File: config.mk
export PLATFORM = sky130hd
export DESIGN_NAME = microsequencer_flat
export DESIGN_NICKNAME = d
export VERILOG_FILES = /design/src/rtl/microsequencer_if.sv /design/src/rtl/microsequencer.sv /design/src/flat_wrapper.sv
export SDC_FILE = /design/constraint.sdc
export NUM_CORES = 1
export LEC_CHECK = 0
export BUFFER_PORTS_ARGS = -buffer_cell sky130_fd_sc_hd__buf_2
export CORE_ASPECT_RATIO = 0.8
export CORE_MARGIN = 5
export CORE_UTILIZATION = 25
export CTS_CLUSTER_SIZE = 25
export DETAILED_ROUTE_END_ITERATION = 7
export HOLD_SLACK_MARGIN = 0.15
export REMOVE_ABC_BUFFERS = 1
export SETUP_SLACK_MARGIN = 0.15
export SLEW_MARGIN = 20
export SYNTH_ARGS = -nofsm -noshare
export SYNTH_HDL_FRONTEND = slang
export SYNTH_SLANG_ARGS = --single-unit
File: constraint.sdc
create_clock -name clk -period 2.8 [get_ports clk]
set_input_delay 0.56 -clock clk [delete_from_list [all_inputs] [get_ports clk]]
set_output_delay 0.56 -clock clk [all_outputs]
set_load 0.1 [all_outputs]
File: src/rtl/microsequencer_if.sv
// Control-word, handshake and status signals shared between the microsequencer
// and whatever drives its control store inputs.
interface microsequencer_if;
    logic [6:0] encoder_in;
    logic [2:0] ns_ctl;
    logic [6:0] cr_addr;
    logic       cond;
    logic       inv;
    logic       mfc;
    logic [6:0] state_out;
    logic       mf_wait;
    logic       fault;

    modport master (
        output encoder_in, ns_ctl, cr_addr, cond, inv, mfc,
        input  state_out, mf_wait, fault
    );

    modport slave (
        input  encoder_in, ns_ctl, cr_addr, cond, inv, mfc,
        output state_out, mf_wait, fault
    );
endinterface

File: src/rtl/microsequencer.sv
// Next-state sequencer for a microcoded control unit: increment, dispatch, jump,
// conditional branch, memory-wait with timeout, return, and an absorbing fault state.
module microsequencer #(
    parameter logic [6:0] FETCH_STATE = 7'd1,
    parameter logic [6:0] FAULT_STATE = 7'd127,
    parameter logic [3:0] MFC_TIMEOUT = 4'd15
) (
    input  logic             clk,
    input  logic             reset,
    microsequencer_if.slave  bus
);
    typedef enum logic [2:0] {
        NS_INC   = 3'b000,
        NS_DISP  = 3'b001,
        NS_JUMP  = 3'b010,
        NS_CBR   = 3'b011,
        NS_WAIT  = 3'b100,
        NS_RET   = 3'b101,
        NS_RSV0  = 3'b110,
        NS_RSV1  = 3'b111
    } ns_e;

    ns_e        op;
    logic [6:0] state_q, state_d;
    logic [3:0] wcnt_q, wcnt_d;
    logic [6:0] state_inc;
    logic       in_fault;

    assign op        = ns_e'(bus.ns_ctl);
    assign state_inc = state_q + 7'd1;
    assign in_fault  = (state_q == FAULT_STATE);

    always_ff @(posedge clk) begin
        if (!reset) begin
            state_q <= 7'd0;
            wcnt_q  <= 4'd0;
        end else begin
            state_q <= state_d;
            wcnt_q  <= wcnt_d;
        end
    end

    always_comb begin
        state_d = state_q;
        wcnt_d  = 4'd0;
        if (!in_fault) begin
            case (op)
                NS_INC:  state_d = state_inc;
                NS_DISP: state_d = (bus.encoder_in == 7'd0) ? FETCH_STATE : bus.encoder_in;
                NS_JUMP: state_d = bus.cr_addr;
                NS_CBR:  state_d = (bus.cond ^ bus.inv) ? bus.cr_addr : state_inc;
                NS_WAIT: begin
                    // mfc wins over an expiring timeout on the same edge
                    if (bus.mfc) begin
                        state_d = state_inc;
                    end else if (wcnt_q == MFC_TIMEOUT) begin
                        state_d = FAULT_STATE;
                    end else begin
                        wcnt_d = wcnt_q + 4'd1;
                    end
                end
                NS_RET:  state_d = FETCH_STATE;
                default: state_d = FAULT_STATE;
            endcase
        end
    end

    assign bus.state_out = state_q;
    assign bus.fault     = in_fault;
    assign bus.mf_wait   = (op == NS_WAIT) && !bus.mfc && !in_fault;
endmodule

File: src/flat_wrapper.sv
// flat-port wrapper written by rule: the top's interface ports become plain ports
module microsequencer_flat 
#(
    parameter logic [6:0] FETCH_STATE = 7'd1,
    parameter logic [6:0] FAULT_STATE = 7'd127,
    parameter logic [3:0] MFC_TIMEOUT = 4'd15
)
  (clk, reset, bus_encoder_in, bus_ns_ctl, bus_cr_addr, bus_cond, bus_inv, bus_mfc, bus_state_out, bus_mf_wait, bus_fault);
  microsequencer_if bus_i ();
  input  logic clk;
  input  logic reset;
  input wire logic [$bits(bus_i.encoder_in)-1:0] bus_encoder_in;
  input wire logic [$bits(bus_i.ns_ctl)-1:0] bus_ns_ctl;
  input wire logic [$bits(bus_i.cr_addr)-1:0] bus_cr_addr;
  input wire logic [$bits(bus_i.cond)-1:0] bus_cond;
  input wire logic [$bits(bus_i.inv)-1:0] bus_inv;
  input wire logic [$bits(bus_i.mfc)-1:0] bus_mfc;
  output wire logic [$bits(bus_i.state_out)-1:0] bus_state_out;
  output wire logic [$bits(bus_i.mf_wait)-1:0] bus_mf_wait;
  output wire logic [$bits(bus_i.fault)-1:0] bus_fault;
  assign bus_i.encoder_in = bus_encoder_in;
  assign bus_i.ns_ctl = bus_ns_ctl;
  assign bus_i.cr_addr = bus_cr_addr;
  assign bus_i.cond = bus_cond;
  assign bus_i.inv = bus_inv;
  assign bus_i.mfc = bus_mfc;
  assign bus_state_out = bus_i.state_out;
  assign bus_mf_wait = bus_i.mf_wait;
  assign bus_fault = bus_i.fault;
  microsequencer #(.FETCH_STATE(FETCH_STATE), .FAULT_STATE(FAULT_STATE), .MFC_TIMEOUT(MFC_TIMEOUT)) u_core (.clk(clk), .reset(reset), .bus(bus_i));
endmodule
# After elaboration in Yosys (flattened, before gate mapping)
# Index checks and enable logic that the tools add are counted.
[op_classes] addsub=2 n_eq_ne=8 mux=5 bitwise=4 reduce_logical=8
[op_table] cell="one-hot mux 7 bit (6 select lines)" count=1
[op_table] cell="two-way mux 7 bit" count=4
[op_table] cell="adder 7 x 1 -> 7 bit, second input constant" count=1
[op_table] cell="== test 7 bit, second input constant" count=1
[op_table] cell="logical NOT 7 bit" count=1
[op_table] cell="== test 3 x 2 -> 1 bit, second input constant" count=2
[op_table] cell="== test 3 bit, second input constant" count=2
[op_table] cell="OR reduction 5 bit" count=1
[op_table] cell="adder 4 x 1 -> 4 bit, second input constant" count=1
[op_table] cell="== test 4 bit, second input constant" count=1
[op_table] cell="== test 3 x 1 -> 1 bit, second input constant" count=1
[op_table] cell="logical NOT 3 bit" count=1
[op_table] cell="!= test 3 x 2 -> 1 bit, second input constant" count=1
[op_table] cell="inverter 1 bit" count=3
[op_table] cell="logical AND 1 bit" count=2
[op_table] cell="logical NOT 1 bit" count=2
[op_table] cell="AND reduction 2 bit" count=1
[op_table] cell="XOR 1 bit" count=1
[totals] ff_bits=11 input_bits=22

# Depth between registers and ports, before layout
# Gate-level depths: netlist (run 1).
[logic_depth] depth_word=4 depth_mapped=7 ltp_nobuf=6

# Worst setup path after synthesis (run 1)
# Ideal clock, no wire load.
[synth_path] path_type="flip-flop to output port" startpoint="reg u_core.state_q[0], in the netlist u_core.bus.state_out[0]" endpoint="out bus_fault" arrival_ns=2.489 required_time_ns=2.240 path_slack_ns=-0.249 path_stages_with_launch=6 n_path_buf=1 cell_sequence="dfxtp_1 ha_1 nand4_1 or2_1 clkbuf_1 inv_1"
[synth_between] elab_chain_len=1
[synth_lines] element="start: declaration" line_no="microsequencer.sv:24" source="logic [6:0] state_q, state_d;"
[synth_lines] element="start signal: assignment" line_no="microsequencer.sv:38" source="state_q <= state_d;"
[synth_lines] element="== test 7 bit" line_no="microsequencer.sv:31" source="assign in_fault = (state_q == FAULT_STATE);"
[synth_lines] element="end: declaration" line_no="flat_wrapper.sv:20" source="output wire logic [$bits(bus_i.fault)-1:0] bus_fault;"
# Every way passes these cells.

# Worst setup path after layout (run 1)
# Ends and elaborated chain as after synthesis.

==> results.md, run 1 <==
Drt:
- The met3 routed wirelength is 143 um.
- The post-detailed-route wirelength per cell is 14.2 um.
- The number of DRC violations after detailed-routing iteration 0 is 43.
- The met1 layer wirelength in the final routing is 1220 um.
- The total wire length after detailed routing is approximately 2400 um.
- After detailed routing, the number of remaining DRC violations is 0.
- Routed signal wires occupy layers up through met4.
- The routed design uses approximately 980 um of met2 wire.
- Summing over every cut layer, the via total after detailed routing is about 850.
- In this run the remaining antenna-violating nets after routing total 0.
- Using the TritonRoute via totals, the vias-per-cell ratio works out to 5.13.
- The first TritonRoute pass finished after 4 iterations.

Worst setup path:
- The highest net fanout along the worst path is 7.
- For this run, the slowest stage of the critical path takes 440 ps.
- The total number of cells along the worst setup path is 5.
- The signal on the critical path passes through ha_1 > nand4_1 > or2_1 > inv_1 > buf_2.
- The worst setup path is of the reg2out kind.
- The cell type group with the largest total delay on the critical path is buffers and inverters.
- For this design, the slowest cell found on the critical path is dfxtp_1.
- For the worst flop-to-flop path, the logic depth is 5.
- Data on the critical path arrives at its endpoint at 1930 ps.
- The number of buffers and inverters on the critical path is 2.
- The startpoint type of the worst setup path is a register.
- The critical path required time is ~2200 ps.
- The worst setup path is captured at an output port.

Pwr:
- The switching portion of total power is 37.9%.
- The power per standard cell area is 503 nW/um2.
- The reported leakage power is 0.000404 uW.
- Internal power comes to 310 uW.
- The part of the total power dissipated in combinational logic is 31.9%.
- The clock network fraction of design power is 31.9%.
- The part of the total power dissipated in sequential elements is 36.2%.
- The switching power of the nets is 190 uW.
- Across the VDD grid, the largest voltage drop is 0.361 mV.

STA:
- The shortest clock period the worst path allows after layout is 2490 ps.
- The fraction of the cycle the final worst path needs is a little under 90%.
- The total count of hold-check failures in the final report is 0.
- The max-slew violation count came to 0.
- The worst clock skew is approximately 3.6 ps.
- At the pin with the least slew margin, the transition time is a little under 500 ps.
- Setup repair after global routing left no endpoint under its margin.
- Based on the critical path, the design can be clocked at up to between 400 and 500 MHz.
- The worst max-slew margin expressed relative to the limit is 66.7%.
- After routing, the total negative slack on setup checks comes to 0 ps.
- Setup violations remaining at the end of the flow were counted as 0.

Floorplan:
- The top-level I/O count is 31.
- The die width is 71.8 um.
- The placeable core region is 3020 um2.
- For this configuration, the core starts out at a cell density of 25.3%.
- The count of standard-cell rows is 18.
- The die extent in y is 59.5 um.
- The die covers 4270 um2.

Final layout:
- The post-route cell area is 993 um2.
- In the final layout, the share of cells above drive strength 1 is 31.0%.
- The antenna diode count is 0.
- The post-layout net count is between 150 and 200.
- The area overhead of the layout relative to synthesis is 30.0%.

Clocking:
- The tree built by TritonCTS fans out to 11 sinks.
- Clock latency on the worst-skew pair, taken at its later pin, is 240 ps.
- The longest clock path from root to sink contains 2 buffers.
- The number of buffers added to fix hold violations after cts is 0.
- The level count of the clock H-tree is 1.
- The number of post-CTS setup repair buffers is 0.
- The post-CTS clock slew at the launch and capture registers of the worst setup and hold paths is 50 ps.
- The CTS tree is done.
- The root buffer cell is clkbuf_8.
- Post-CTS repair changed the size of 0 cells.
- The number of buffers created by CTS is 3.

Place:
- The routability congestion estimate is 0.888.
- During placement, the flow inserted port buffers numbering 30.
- The total half-perimeter wirelength after legalization and detailed placement is 1940 um.
- Once placement finished, the instance area stood at 948 um2.

Synth:
- After Yosys synthesis, XOR and XNOR cells account for around 5.7% of the synthesized area.
- For this run, the number of Yosys warnings is 0.
- In this run, synthesis produced a sequential element count of 11.
- The share of flip-flops with an asynchronous set or reset after synthesis is 0%.
- The sequential fraction of the synthesis area is 28.8%.
- In the synthesized netlist, mux cells make up 0% of the area.
- The post-synthesis instance area is 764 um2.
- The synthesized netlist devotes 32.1% of its cell area to compound gates.
- The post-synthesis share of cell area spent on full adders, half adders and majority gates is 3.27%.
- The top flip-flop cell by instance count after synthesis is dfxtp_1.
- The post-synthesis simple-gate area fraction is 25.5%.
- The number of enable-type register cells in the synthesized netlist is 0.
- The cell count after synthesis came out at 95.
- The mean area per synthesized cell is 8.05 um2.
- By area, the combinational part of the netlist is dominated by compound AO/OA/AOI/OAI gates.
- The number of different library cells used by synthesis comes to 39.

GRT:
- The number of antenna violations at the first check in global routing came to 0.
- Entering global routing, the biggest net connects 11 pins.
- Global routing finished with a remaining overflow of 0.
- The total track usage is 12.3%.
- The first global-routing pass estimated roughly 4000 um of wire.
- The number of global-route vias before repair was about 860.

Status:
- The flow ran to the end, and the final reports show no timing, DRC or antenna violations.

Run:
- The number of maximum-capacitance constraint violations is 0.

Min path:
- The min-delay analysis places its worst path in the category reg2reg.
- Along the worst hold path, the cell count comes to 1.
## flip-flops by register name (all words and copies together) (netlist names)
| name | flops |
|---|---|
| u_core.bus.state_out | 7 |
| u_core.wcnt_q | 4 |
## worst paths after layout
| kind | end | slack (ps) | startpoint |
|---|---|---|---|
| worst max register to register | u_core.bus.state_out[1] | 1030 | u_core.bus.state_out[0] |
| worst min register to register | u_core.wcnt_q[0] | 450 | u_core.wcnt_q[0] |
| worst min-delay path | u_core.wcnt_q[0] | 450 | u_core.wcnt_q[0] |
| worst max-delay path | bus_fault | 310 | u_core.bus.state_out[0] |
## cell type report
class	instances	area [um2]
clock buffers	4	45.0
repair buffers	30	150
fillers	340	2020
well taps	40	50.0
inverters	5	18.8
flip-flops and latches	11	220
multi-input cells	76	509
## Yosys cell counts (2+ instances only)
cell type / count / share of area (%)
nor3_1: 2 / 1.3
a221oi_1: 4 / 4.6
nand2_1: 10 / 4.9
o21ai_0: 3 / 2.0
ha_1: 2 / 3.3
a211oi_1: 4 / 3.9
nor2_1: 8 / 3.9
inv_1: 5 / 2.5
nand4_1: 2 / 1.6
a21oi_1: 7 / 4.6
xnor2_1: 4 / 4.6
dfxtp_1: 11 / 29
nand3_1: 6 / 3.9
and2_1: 2 / 1.6
## cell usage in the layout (no fill, tap or decap), types with 3 or more instances in the layout
master | netlist | routed
a21oi_1 | 7 | 7
nand3_1 | 6 | 6
xnor2_1 | 4 | 4
o21ai_0 | 3 | 3
nor2_1 | 8 | 8
nand2_1 | 10 | 10
inv_1 | 5 | 5
dfxtp_1 | 11 | 11
a221oi_1 | 4 | 4
buf_2 | 1 | 30
a211oi_1 | 4 | 4
clkbuf_8 | 0 | 3
## logic make-up after synthesis
group / after synthesis
fa+ha+maj: 2
flops: 11
xor+xnor: 5
buf+inv: 8
simple gates: 37
compound gates: 32
## metal layers
layer / GRT usage (%) / vias up
li1: - / 427
met2: 17.0 / 28
met1: 17.1 / 394
met3: 4.92 / 2
met4: 4.02 / 0
met5: 0 / -
## stage by stage
step	setup WS, ps	util [%]	total power [uW]	instances	hold WS (ps)
2_1_floorplan	-183	-	296	92	418
3_3_place_gp	508	31.4	341	162	435
3_5_place_dp	491	31.4	343	162	436
4_1_cts	322	32.9	504	166	449
5_1_grt	182	32.9	527	166	464
6_report	306	32.9	500	166	448
## power by group through the flow
stage               Combinational, uW  Sequential [uW]  Clock, uW
global placement                  157              183          0
floorplan                        49.9              247          0
finish                            160              181        159
detailed placement                159              184          0
CTS                               159              180        164
global route                      170              182        175
Note: power is estimated with default switching activity, not from simulation.
==> inputs of run 2 (changes only) <==
--- a/config.mk
+++ b/config.mk
@@ -6,12 +6,12 @@
 export NUM_CORES = 1
 export LEC_CHECK = 0
 export BUFFER_PORTS_ARGS = -buffer_cell sky130_fd_sc_hd__buf_2
-export CORE_ASPECT_RATIO = 0.8
 export CORE_MARGIN = 5
-export CORE_UTILIZATION = 25
+export CORE_UTILIZATION = 50
 export CTS_CLUSTER_SIZE = 25
 export DETAILED_ROUTE_END_ITERATION = 7
 export HOLD_SLACK_MARGIN = 0.15
+export PLACE_DENSITY = 0.82
 export REMOVE_ABC_BUFFERS = 1
 export SETUP_SLACK_MARGIN = 0.15
 export SLEW_MARGIN = 20
==> results.md, run 2 (synthesis results as in run 1) <==
Floorplan:
- The die width was 49.1 um (-32%).
- The area of the die is 2410 um2 (-44%).
- The placeable core region is 1470 um2 (-51%).
- The count of standard-cell rows was 14 (-4).
- The starting utilization of the core area is 52.0% (+27 points).
- The top-level I/O count is 31 (unchanged).
- The die extent in y is 49.1 um (-17%).

Drt:
- The post-detailed-route wirelength per cell is 14.7 um (+3.5%).
- The count of vias placed by the detailed router was 884 (+3.9%).
- The detail-routed via count per cell came to 6.23 (+21%).
- The iteration count of the initial detailed-routing pass was 4 (unchanged).
- The number of DRC violations after detailed-routing iteration 0 was 47 (+9.3%).
- The remaining antenna violation count came to 0 (unchanged).
- The remaining design rule violation count is 0 (unchanged).
- The total wire length after detailed routing is 2090 um (-11%).

Worst setup path:
- The critical path required time came to 2240 ps (about the same).
- The worst reg-to-reg path cell count is 5 (unchanged).
- The startpoint type of the worst setup path is a register.
- The nature of the critical path endpoint is an output port.
- The critical path launch point is u_core.bus.state_out[0].
- The cell type group with the largest total delay on the critical path is flip-flops.
- The worst-case register-to-register setup slack came to 1070 ps (+40 ps).
- The critical path is of the reg2out type.
- The endpoint of the lowest-slack register-to-register path is u_core.bus.state_out[1].
- The arrival time of the worst setup path came to 1890 ps (-40 ps).
- The delay of the slowest critical-path stage is 450 ps (about the same).
- The highest net fanout along the worst path is 7 (unchanged).
- The launching point of the worst reg2reg path is u_core.bus.state_out[0].
- On the critical path, the stage with the largest delay is an instance of dfxtp_1.
- The number of buffers and inverters on the critical path is 2 (unchanged).
- Walking the worst path, the cells encountered are ha_1 > nand4_1 > or2_1 > inv_1 > clkbuf_4.

Pwr:
- The reported leakage power came to 0.000395 uW (-2.1%).
- The maximum VDD drop came to 0.275 mV (-24%).
- The switching power of the nets was 183 uW (-3.6%).
- The power per standard cell area is 472 nW/um2 (-6.1%).
- The part of the total power dissipated in combinational logic is 35.2% (+3.3 points).
- The clock network fraction of design power came to 24.5% (-7.4 points).
- The power consumption was 447 uW (-10%).
- The switching portion of total power is 40.8% (+2.9 points).
- The cell internal power dissipation is 265 uW (-15%).
- The part of the total power dissipated in sequential elements is 40.3% (+4.1 points).

Place:
- The total half-perimeter wirelength after legalization and detailed placement is 1670 um (-14%).
- The number of placed cells counting well taps was 138 (-15%).
- The instance area at placement is 918 um2 (-3.2%).
- The pre-CTS setup slack came to 545 ps (+54.1 ps).
- The routability congestion estimate is 0.819 (-7.8%).
- The count of input and output buffers is 30 (unchanged).

STA:
- The fraction of the cycle the final worst path needs is 87.3% (-1.7 points).
- Setup repair after global routing left no endpoint under its margin.
- The maximum clock frequency is 409 MHz (+2.0%).
- The number of setup violations in the final report came to 0 (unchanged).
- The worst clock skew was 4.86 ps (+1.30 ps).
- The total count of hold-check failures in the final report was 0 (unchanged).
- The post-layout worst setup margin is 354 ps (+48.2 ps).
- The pin slew with the least headroom to its limit is 493 ps (-3.53 ps).
- The max-slew violation count is 0 (unchanged).
- The worst max-slew margin expressed relative to the limit is 67.4% (+0.70 points).
- The shortest clock period the worst path allows after layout is 2450 ps (-48.2 ps).

Final layout:
- The post-route core utilization came to 64.4% (+31 points).
- The most frequent standard cell in the layout excluding fill and tap cells is buf_2.
- The antenna diode count came to 0 (unchanged).
- The number of flip-flops under the largest register name was 7 (unchanged).
- The post-layout net count was 151 (unchanged).
- The fraction of layout instances using a drive strength above 1 is 31.0% (unchanged).
- The area of all sequential standard cells is 220 um2 (unchanged).
- Compared with the post-synthesis result, the final layout area differs by 23.9%.
- The final standard cell count with taps included and fillers excluded was 142 (-14%).
- The final-layout fill cell count is 139 (-59%).
- The post-route cell area is 947 um2 (-4.7%).
- The top cell types in the final layout, fill and taps aside, are 29 x buf_2, 11 x dfxtp_1, 10 x nand2_1, 8 x nor2_1, 7 x a21oi_1.
- The area taken by multi-input logic gates is 509 um2 (unchanged).

Clocking:
- The insertion delay of the later-clocked pin in the worst-skew pair came to 270 ps (+30 ps).
- The level count of the clock H-tree came to 1 (unchanged).
- In this run the clock root is driven by a clkbuf_4.
- The deepest clock path buffer count is 2 (unchanged).
- The post-CTS clock slew at the launch and capture registers of the worst setup and hold paths came to 70 ps (+20 ps).
- The CTS tree is done.
- The number of buffers added to fix hold violations after cts is 0 (unchanged).
- The number of buffers created by CTS is 3 (unchanged).
- The total number of clock tree sinks is 11 (unchanged).

Min path:
- The cell count of the worst hold path is 1 (unchanged).
- The path type of the worst min-delay path is reg2reg.
- The capture endpoint of the worst hold path is u_core.wcnt_q[0].
- In this run the most critical hold path is launched from u_core.wcnt_q[0].

GRT:
- The total track usage is 17.9% (+5.6 points).
- The largest net degree at the start of global routing is 11 (unchanged).
- The wire length of the first global-routing pass is 3520 um (-12%).
- The total congestion overflow was 0 (unchanged).
- The number of antenna violations at the first check in global routing is 0 (unchanged).
- The number of global-route vias before repair is 823 (-4.0%).

Run:
- The number of maximum-capacitance constraint violations is 0 (unchanged).

Status:
- The run finished with clean final reports.
run 2: power by group through the flow:
stage,registers [uW],clock network [uW],logic [uW]
floorplan,247,0,49.9
global placement,183,0,154
global route,181,121,166
detailed placement,183,0,156
finish,180,110,157
CTS,180,108,157
run 2: worst max path at each step:
stage / cells past startpoint / to
after CTS: 5 / bus_fault
final: 5 / bus_fault
after global placement: 4 / bus_mf_wait
after detailed placement: 4 / bus_mf_wait
after global routing: 5 / bus_fault
after floorplan: 4 / bus_fault
run 2: routing by layer:
layer  track usage, %  up-vias  routed length [um]
met3             5.81        7                 164
li1                 -      430                   -
met5                0        -                   0
met2             28.1       44                1030
met1             22.6      403                 868
met4             5.83        0                  24
run 2: layout make-up:
cell class                      count  share of cell area (%)
Clock buffer                        4                    2.77
Multi-Input combinational cell     76                    53.8
Tap cell                           16                    2.11
Sequential cell                    11                    23.2
Inverter                            5                    1.98
Timing Repair Buffer               30                    16.1
run 2: repair_timing:
item | 4_1_cts | 5_1_grt
resized for setup | 0 | 1
setup endpoints to repair | 0 | 1
endpoints found under the hold margin | 0 | 0
buffers inserted | 0 | 0
run 2: per-stage QoR:
step	hold slack (ps)	TNS, ps
2_1_floorplan	418	-227
3_3_place_gp	435	0
3_5_place_dp	437	0
4_1_cts	449	0
5_1_grt	474	0
6_report	446	0
